## config.mk

```make
export PLATFORM = sky130hd
export DESIGN_NAME = vic_vector
export DESIGN_NICKNAME = d
export VERILOG_FILES = /design/src/rtl/vic_pkg.sv /design/src/rtl/vic_prio_enc.sv /design/src/rtl/vic_vector.sv
export SDC_FILE = /design/constraint.sdc
export NUM_CORES = 2
export LEC_CHECK = 0
export CAP_MARGIN = 20
export CORE_MARGIN = 5
export CORE_UTILIZATION = 60
export DETAILED_ROUTE_END_ITERATION = 6
export PLACE_DENSITY_LB_ADDON = 0.05
export SLEW_MARGIN = 15
export SYNTH_ARGS = -nofsm -noshare
export SYNTH_HDL_FRONTEND = slang
export SYNTH_HIERARCHICAL = 1
export SYNTH_SLANG_ARGS = --single-unit
```

## constraint.sdc

```tcl
create_clock -name i_clk -period 9 [get_ports i_clk]
set_clock_uncertainty 0.15 [all_clocks]
set_input_delay 1.35 -clock i_clk [delete_from_list [all_inputs] [get_ports i_clk]]
set_output_delay 1.35 -clock i_clk [all_outputs]
set_load 0.02 [all_outputs]
```

## src/rtl/vic_pkg.sv

```systemverilog
// Shared defaults and FSM state type for the VICtor vector dispatch stage.
package vic_pkg;

  localparam int DEF_NUM_IRQ = 31;
  localparam int DEF_IDX_W   = 5;
  localparam int DEF_ADDR_W  = 32;

  typedef enum logic [1:0] {
    IDLE,
    REQ,
    SERVICE
  } vic_state_e;

endpackage

```

## src/rtl/vic_prio_enc.sv

```systemverilog
// Fixed-priority encoder: reports the lowest set request index.
module vic_prio_enc #(
  parameter int NUM_IRQ = 31,
  parameter int IDX_W   = 5
) (
  input  logic [NUM_IRQ-1:0] req,
  output logic [IDX_W-1:0]   idx,
  output logic               valid
);

  always_comb begin
    idx   = '0;
    valid = |req;
    // Scan downward so the lowest set bit is the last assignment.
    for (int unsigned i = NUM_IRQ; i > 0; i--) begin
      if (req[i-1]) idx = IDX_W'(i - 1);
    end
  end

endmodule

```

## src/rtl/vic_vector.sv

```systemverilog
// Vector dispatch: strobe capture into a pending bitmap, priority pick,
// vector table lookup and the CPU request/ack/eoi handshake.
module vic_vector
  import vic_pkg::*;
#(
  parameter int NUM_IRQ = DEF_NUM_IRQ,
  parameter int IDX_W   = DEF_IDX_W,
  parameter int ADDR_W  = DEF_ADDR_W
) (
  input  logic               i_clk,
  input  logic               i_rst,
  input  logic               i_en,
  input  logic               i_irq_strobe,
  input  logic [IDX_W-1:0]   i_irq_addr,
  input  logic               i_wr_en,
  input  logic [IDX_W-1:0]   i_wr_idx,
  input  logic [ADDR_W-1:0]  i_wr_data,
  input  logic               i_ack,
  input  logic               i_eoi,
  output logic               o_cpu_irq,
  output logic [ADDR_W-1:0]  o_vector,
  output logic [IDX_W-1:0]   o_irq_num,
  output logic               o_in_service,
  output logic [NUM_IRQ-1:0] o_pending,
  output logic               o_err
);

  localparam logic [IDX_W:0] NUM_LIM = (IDX_W + 1)'(NUM_IRQ);

  vic_state_e          state_q, state_d;
  logic                strobe_q;
  logic [NUM_IRQ-1:0]  pending_q, pending_d;
  logic                err_q, err_d;
  logic                cpu_irq_q, cpu_irq_d;
  logic                in_svc_q, in_svc_d;
  logic [IDX_W-1:0]    num_q, num_d;
  logic [ADDR_W-1:0]   vec_q, vec_d;
  logic [ADDR_W-1:0]   table_q [NUM_IRQ];

  logic                cap_rise;
  logic                cap_ok;
  logic                wr_ok;
  logic [IDX_W-1:0]    win_idx;
  logic                win_valid;

  assign cap_rise = i_irq_strobe & ~strobe_q;
  assign cap_ok   = {1'b0, i_irq_addr} < NUM_LIM;
  assign wr_ok    = {1'b0, i_wr_idx} < NUM_LIM;

  vic_prio_enc #(
    .NUM_IRQ (NUM_IRQ),
    .IDX_W   (IDX_W)
  ) u_prio_enc (
    .req   (pending_q),
    .idx   (win_idx),
    .valid (win_valid)
  );

  always_comb begin
    state_d   = state_q;
    pending_d = pending_q;
    err_d     = err_q;
    cpu_irq_d = cpu_irq_q;
    in_svc_d  = in_svc_q;
    num_d     = num_q;
    vec_d     = vec_q;

    case (state_q)
      IDLE: begin
        if (i_en && win_valid) begin
          num_d     = win_idx;
          vec_d     = table_q[win_idx];
          cpu_irq_d = 1'b1;
          state_d   = REQ;
        end
      end
      REQ: begin
        if (i_ack) begin
          pending_d[num_q] = 1'b0;
          cpu_irq_d        = 1'b0;
          in_svc_d         = 1'b1;
          state_d          = SERVICE;
        end else if (!i_en) begin
          cpu_irq_d = 1'b0;
          state_d   = IDLE;
        end
      end
      SERVICE: begin
        if (i_eoi) begin
          in_svc_d = 1'b0;
          state_d  = IDLE;
        end
      end
      default: state_d = IDLE;
    endcase

    // Capture is applied after the ack clear so a same-cycle set wins.
    if (cap_rise) begin
      if (cap_ok) pending_d[i_irq_addr] = 1'b1;
      else        err_d = 1'b1;
    end
  end

  always_ff @(posedge i_clk) begin
    if (!i_rst) begin
      state_q   <= IDLE;
      strobe_q  <= 1'b0;
      pending_q <= '0;
      err_q     <= 1'b0;
      cpu_irq_q <= 1'b0;
      in_svc_q  <= 1'b0;
      num_q     <= '0;
      vec_q     <= '0;
      for (int unsigned i = 0; i < NUM_IRQ; i++) table_q[i] <= '0;
    end else begin
      state_q   <= state_d;
      strobe_q  <= i_irq_strobe;
      pending_q <= pending_d;
      err_q     <= err_d;
      cpu_irq_q <= cpu_irq_d;
      in_svc_q  <= in_svc_d;
      num_q     <= num_d;
      vec_q     <= vec_d;
      if (i_wr_en && wr_ok) table_q[i_wr_idx] <= i_wr_data;
    end
  end

  assign o_cpu_irq    = cpu_irq_q;
  assign o_vector     = vec_q;
  assign o_irq_num    = num_q;
  assign o_in_service = in_svc_q;
  assign o_pending    = pending_q;
  assign o_err        = err_q;

endmodule
```

**Yosys cells after proc, flatten, opt, wreduce, memory -nomap -nowiden**

Memories as Yosys holds them, arrays and structs flattened. A register that Yosys moved wholly into a read port is not among the register bits.
Index checks and enable logic that the tools add are counted.

- Memory bits (writable): 992
- Output and inout bits: 71
- Memories: 1
- Word-level logic and storage cells: 99
- Bits in registers: 42
- Input bits: 49

- Equal/unequal tests: 6
- Multiplexer cells: 58
- Reductions and logical operators: 15
- $lt $le $gt $ge: 6
- Bitwise gates (word level): 6

Memory list:

| memory | words | width | read ports | clocked after memory_dff | wr ports | RTL line | RTL |
|---|---|---|---|---|---|---|---|
| table_q | 31 | 32 | 1 | 1 | 31 | vic_vector.sv:38 | `logic [ADDR_W-1:0] table_q [NUM_IRQ];` |

Operators by type and width:

| operator | count |
|---|---|
| 5-bit two-way mux | 32 |
| 31-bit two-way mux | 4 |
| 32-bit two-way mux | 1 |
| 32-bit OR reduction | 1 |
| 31-bit bitwise AND | 1 |
| 31-bit inverter | 1 |
| 31-bit OR | 1 |
| 31-bit OR reduction | 1 |
| 5-bit by 6-bit < comparator with 1-bit output, second input constant | 2 |
| 1-bit two-way mux | 12 |
| 1-bit demux with 5-bit select | 2 |
| 5-bit by 1-bit greater-or-equal comparator with 1-bit output, second input constant | 2 |
| 5-bit < comparator, second input constant | 2 |
| 3-bit AND reduction | 3 |
| 2-bit two-way mux | 4 |
| 2-bit inequality test, second input constant | 3 |
| 2-bit case mux with 3 select lines | 1 |
| 1-bit logical AND | 4 |
| 1-bit case mux with 2 select lines | 2 |
| 2-bit AND reduction | 2 |
| 2-bit nonzero test | 2 |
| 3-bit inequality test, second input constant | 1 |
| 2-bit by 1-bit == test with 1-bit output, second input constant | 1 |
| 2-bit == test, second input constant | 1 |
| 4 further kinds | 5 |

**Longest topological paths before layout**

- Word-level depth: 31
- Mapped depth: 13
- Gate-level depth less buffers: 10

**Hierarchy**

The synthesis kept the hierarchy.

Modules (own cells, without submodules):

| module | sequential area each (um^2) | area an instance (um^2) | instances | cells each |
|---|---|---|---|---|
| vic_vector | 32230.9 | 49453.7 | 1 | 3421 |
| vic_prio_enc | 0.0 | 350.3 | 1 | 65 |

**Worst setup path after synthesis**

OpenSTA, ideal clock, no wires.

- Kind: input-to-reg
- Start point: in i_rst
- End point: mem table_q[12][0] (netlist bit), enable pin
- Library setup time: 0.466 ns
- Data arrival time: 4.473 ns
- Required time: 8.384 ns
- Path slack: 3.911 ns
- Buffers on the path: 3
- Stages on the path: 6
- Cells stage by stage: buf_2 nand2_1 or3_1 buf_2 buf_2 o21ai_0

RTL lines:

| item | RTL line | RTL |
|---|---|---|
| from (decl) | vic_vector.sv:11 | `input logic i_rst,` |
| to (decl) | vic_vector.sv:38 |  |

**Final worst setup path**

- Start point: reg pending_q[28], in the netlist o_pending[28]
- End point: reg vec_q[10], in the netlist o_vector[10] (read register of table_q)

- Word-level cells in the longest chain between the ends: 29
- Elaborated cells between the ends (all ways): 32
- Those cells by class: mux (29); reduce/logical (3)

RTL lines:

| item | RTL line | RTL |
|---|---|---|
| from (decl) | vic_vector.sv:32 | `logic [NUM_IRQ-1:0] pending_q, pending_d;` |
| from (signal assigned) | vic_vector.sv:118 | `pending_q <= pending_d;` |
| 5-bit two-way mux (29 in series) | vic_prio_enc.sv:16 | `if (req[i-1]) idx = IDX_W'(i - 1);` |
| named net win_idx[1] | vic_vector.sv:43 | `logic [IDX_W-1:0] win_idx;` |
| to (decl) | vic_vector.sv:37 | `logic [ADDR_W-1:0] vec_q, vec_d;` |

The timed path passes the listed nets, and every way through them passes these cells.
A chain may end at the register's enable or synchronous reset.

==> results.json <==
{
  "grt_overflow_total": 0,
  "synth_edf_count": 1024,
  "dp_hpwl_um": 85220,
  "cp_data_arrival_time_ps": 5360,
  "rr_worst_depth": 12,
  "slew_violations": 0,
  "synth.top_cell.area_share": 0.6174,
  "pwr_density_cell_nw_per_um2": 215.7,
  "ant_nets": 0,
  "areaGrowthSynthToFinish_pct": 13.02,
  "ir_drop_mv": 0.1515,
  "hold_viol": 0,
  "synth_top_area_cell": "edfxtp_1",
  "r2r-end": "o_vector[10]$_SDFFE_PN0P_",
  "num_rows": 105,
  "grt_use_met1": 0.4737,
  "drc": 0,
  "cts_max_level": 3,
  "postSynthCellCount": 3486,
  "worstPathMaxFanout": 117,
  "cts_tree": "built",
  "cap_violations": 0,
  "cts_made_buffers": 114,
  "synth.distinct_cells": 53,
  "die_h_um": 298.1,
  "drtIter0Drc": 4512,
  "ys_seq_area_frac": 0.6472,
  "required_ps": 9410,
  "setup_tns_ps": 0,
  "cts.sinks": 1098,
  "fillers": 5649,
  "setup_viol": 0,
  "startpoint": "o_pending[28]$_SDFF_PN0_",
  "start_kind": "register",
  "dieArea_um2": 88870,
  "hold_depth": 2,
  "wirelength_um": 154200,
  "ys_ff_latch": 1098,
  "core_um2": 82240,
  "cp.depth": 12,
  "worstHoldEndpoint": "o_err$_SDFFE_PN0P_",
  "syn_avg_cell_area_um2": 14.29,
  "clk_transition_reported_paths_ps": 60,
  "cts_resized": 0,
  "wl_per_cell_um": 32.86,
  "dr.pass1.iters": 5,
  "clk_latency_ps": 680,
  "first_global_vias": 30850,
  "cp_num_buf_inv": 2,
  "muxShareOfSynthArea": 0.1222,
  "placed_area_um2": 52380,
  "io_pins": 120,
  "synth.area.top_cells": "edfxtp_1 (62%), and2_1 (13%), mux2i_1 (6.4%), mux4_2 (5.8%), dfxtp_1 (3.0%)",
  "rsz0062_at_grt": "no",
  "r2r-start": "o_pending[28]$_SDFF_PN0_",
  "top_usage_layer": "met2",
  "r2r_slack_ps": 4040,
  "end_kind": "register",
  "crit_type": "register to register",
  "setup_ws_ps": 4041,
  "path_cells": "nor2_1 > a211oi_1 > o31ai_1 > a2111oi_0 > o21ai_4 > buf_12 > nor2_4 > buf_4 > a22oi_1 > a21oi_1 > a211oi_1 > o31a_1",
  "cts_hold_buf": 0,
  "synth_compound_area_frac": 0.05454,
  "routabilityCongestion": 0.8559,
  "synth_ff_type": "edfxtp_1",
  "via_per_inst": 6.625,
  "syn_area_um2": 49800,
  "grt.met2_usage": 0.5448,
  "nets": 3574,
  "cts_buffer_depth": 3,
  "cp_top_family": "compound AO/OA/AOI/OAI gates",
  "root_buffer": "clkbuf_16",
  "vias": 31084,
  "finalCriticalPeriod_ps": 4959,
  "regArea_um2": 32230,
  "post_cts_buffers": 0,
  "hold_path_startpoint": "o_err$_SDFFE_PN0P_",
  "grt_pass1_wl_um": 219400,
  "slew_headroom": 0.1829,
  "clock.fmax_mhz": 201.7,
  "gr-usage-all-layers": 0.3422,
  "critPathSlowestCell": "nor2_4",
  "status": "complete, no violations",
  "design_area_um2": 56290,
  "grt_antenna_before_repair": 12,
  "grtUsageMet3": 0.07944,
  "hold_path.class": "register to register",
  "grt_start_max_net_pins": 118,
  "p_leak_nw": 19.00,
  "synthXorXnorAreaFrac": 0,
  "ys_warn_count": 6,
  "worstMarginPinSlew_ps": 1224,
  "timing.hold.ws_ps": 384.0,
  "port_buffers": 119,
  "drive_gt1_frac": 0.1335,
  "start_util": 0.6056,
  "postSynth.asyncResetShare": 0,
  "multiInputGateArea_um2": 16810,
  "total_power_mw": 12.14,
  "synth-simple-area-share": 0.1472,
  "synthAdderAreaFrac": 0,
  "synth_top_family_by_area": "simple AND/OR/NAND/NOR gates",
  "dp_worst_setup_slack_ps": 4325,
  "die_w_um": 298.1,
  "finalCritPeriodShare": 0.5510,
  "crit_path_frequent_cell": "a211oi_1",
  "slowest_delay_ps": 1100
}
-- worst register-to-register path, stage by stage, from the launching register on --
cell and delay (ps):
dfxtp_1 410, nor2_1 60, a211oi_1 250, o31ai_1 110, a2111oi_0 830, o21ai_4 80, buf_12 280, nor2_4 1440
buf_4 450, a22oi_1 130, a21oi_1 180, a211oi_1 150, o31a_1 340
-- layout by cell type (no fill, tap or decap), drive strengths merged, types with 7 or more instances in the layout --
| cell | count |
|---|---|
| nor2 | 90 |
| and2 | 998 |
| nand3b | 8 |
| conb | 32 |
| clkbuf | 156 |
| a32o | 32 |
| buf | 106 |
| a21boi | 33 |
| a22oi | 128 |
| a211oi | 39 |
| o31a | 32 |
| nand2 | 54 |
| clkdlybuf4s50 | 115 |
| nand4 | 7 |
| o21ai | 70 |
| nor2b | 17 |
| clkinv | 34 |
| bufinv | 12 |
| mux4 | 128 |
| dfxtp | 74 |
| inv | 12 |
| edfxtp | 1024 |
| a21oi | 35 |
| mux2i | 320 |
-- layer usage --
layer  vias to the layer above  wire length (µm)
met4                         0              5712
li1                      12819                 -
met2                      2119             71760
met3                       364             18830
met1                     15782             57870
met5                         -                 0
-- power by group --
| group | switching (mW) | internal (mW) |
|---|---|---|
| registers | 0.104 | 5.85 |
| logic | 0.926 | 0.534 |
| clock network | 1.96 | 2.76 |
| total | 2.99 | 9.15 |
-- through the flow --
stage,instances,utilization
floorplan,3517,-
finish,4692,0.6844
detailed placement,4466,0.6369
CTS,4675,0.6820
global route,4689,0.6843
global placement,4461,0.6359
-- cell type report --
type / count / share of cell area
diodes: 4 / 0.0001778
clock buffers: 156 / 0.05550
clock inverters: 53 / 0.01043
inverters: 9 / 0.0006002
multi-input cells: 2081 / 0.2986
flip-flops and latches: 1098 / 0.5726
well taps: 1070 / 0.02378
repair buffers: 221 / 0.03832
-- how the worst max path moves through the flow --
stage                                   end  slack [ps]
6_report          o_vector[10]$_SDFFE_PN0P_        4040
3_5_place_dp   table_q[14][5]$_SDFFCE_PN0P_        4320
3_3_place_gp      o_vector[31]$_SDFFE_PN0P_        4290
2_1_floorplan  table_q[12][0]$_SDFFCE_PN0P_        3910
4_1_cts           o_vector[31]$_SDFFE_PN0P_        4330
5_1_grt           o_vector[10]$_SDFFE_PN0P_        3950
-- kinds of logic (layout without fill, tap and decap cells) --
| logic type | count (synthesis) | count (layout) |
|---|---|---|
| other cells | 1 | 36 |
| compound gates | 379 | 379 |
| simple gates | 1222 | 1222 |
| mux | 448 | 448 |
| flops | 1098 | 1098 |
| buf+inv | 338 | 439 |
-- flip-flops by register name, indices dropped and copies added, names as in the netlist --
signal / cells
table_q: 1024
o_vector: 32
o_in_service: 1
strobe_q: 1
o_irq_num: 5
state_q: 2
o_cpu_irq: 1
o_err: 1
o_pending: 31
-- cell usage after synthesis (all sizes together) (4+ instances only) --
library cell	instances
a211oi	39
a21boi	33
a21oi	35
a22oi	128
a32o	32
and2	998
buf	92
clkbuf	237
dfxtp	74
edfxtp	1024
inv	9
mux2i	320
mux4	128
nand2	54
nand2b	5
nand3	6
nand3b	8
nand4	7
nor2	90
nor2b	17
nor3	6
nor3b	6
nor4	5
o21ai	70
o31a	32
or2	4
or3	6
or3b	6
Note: power is estimated with default switching activity, not from simulation.
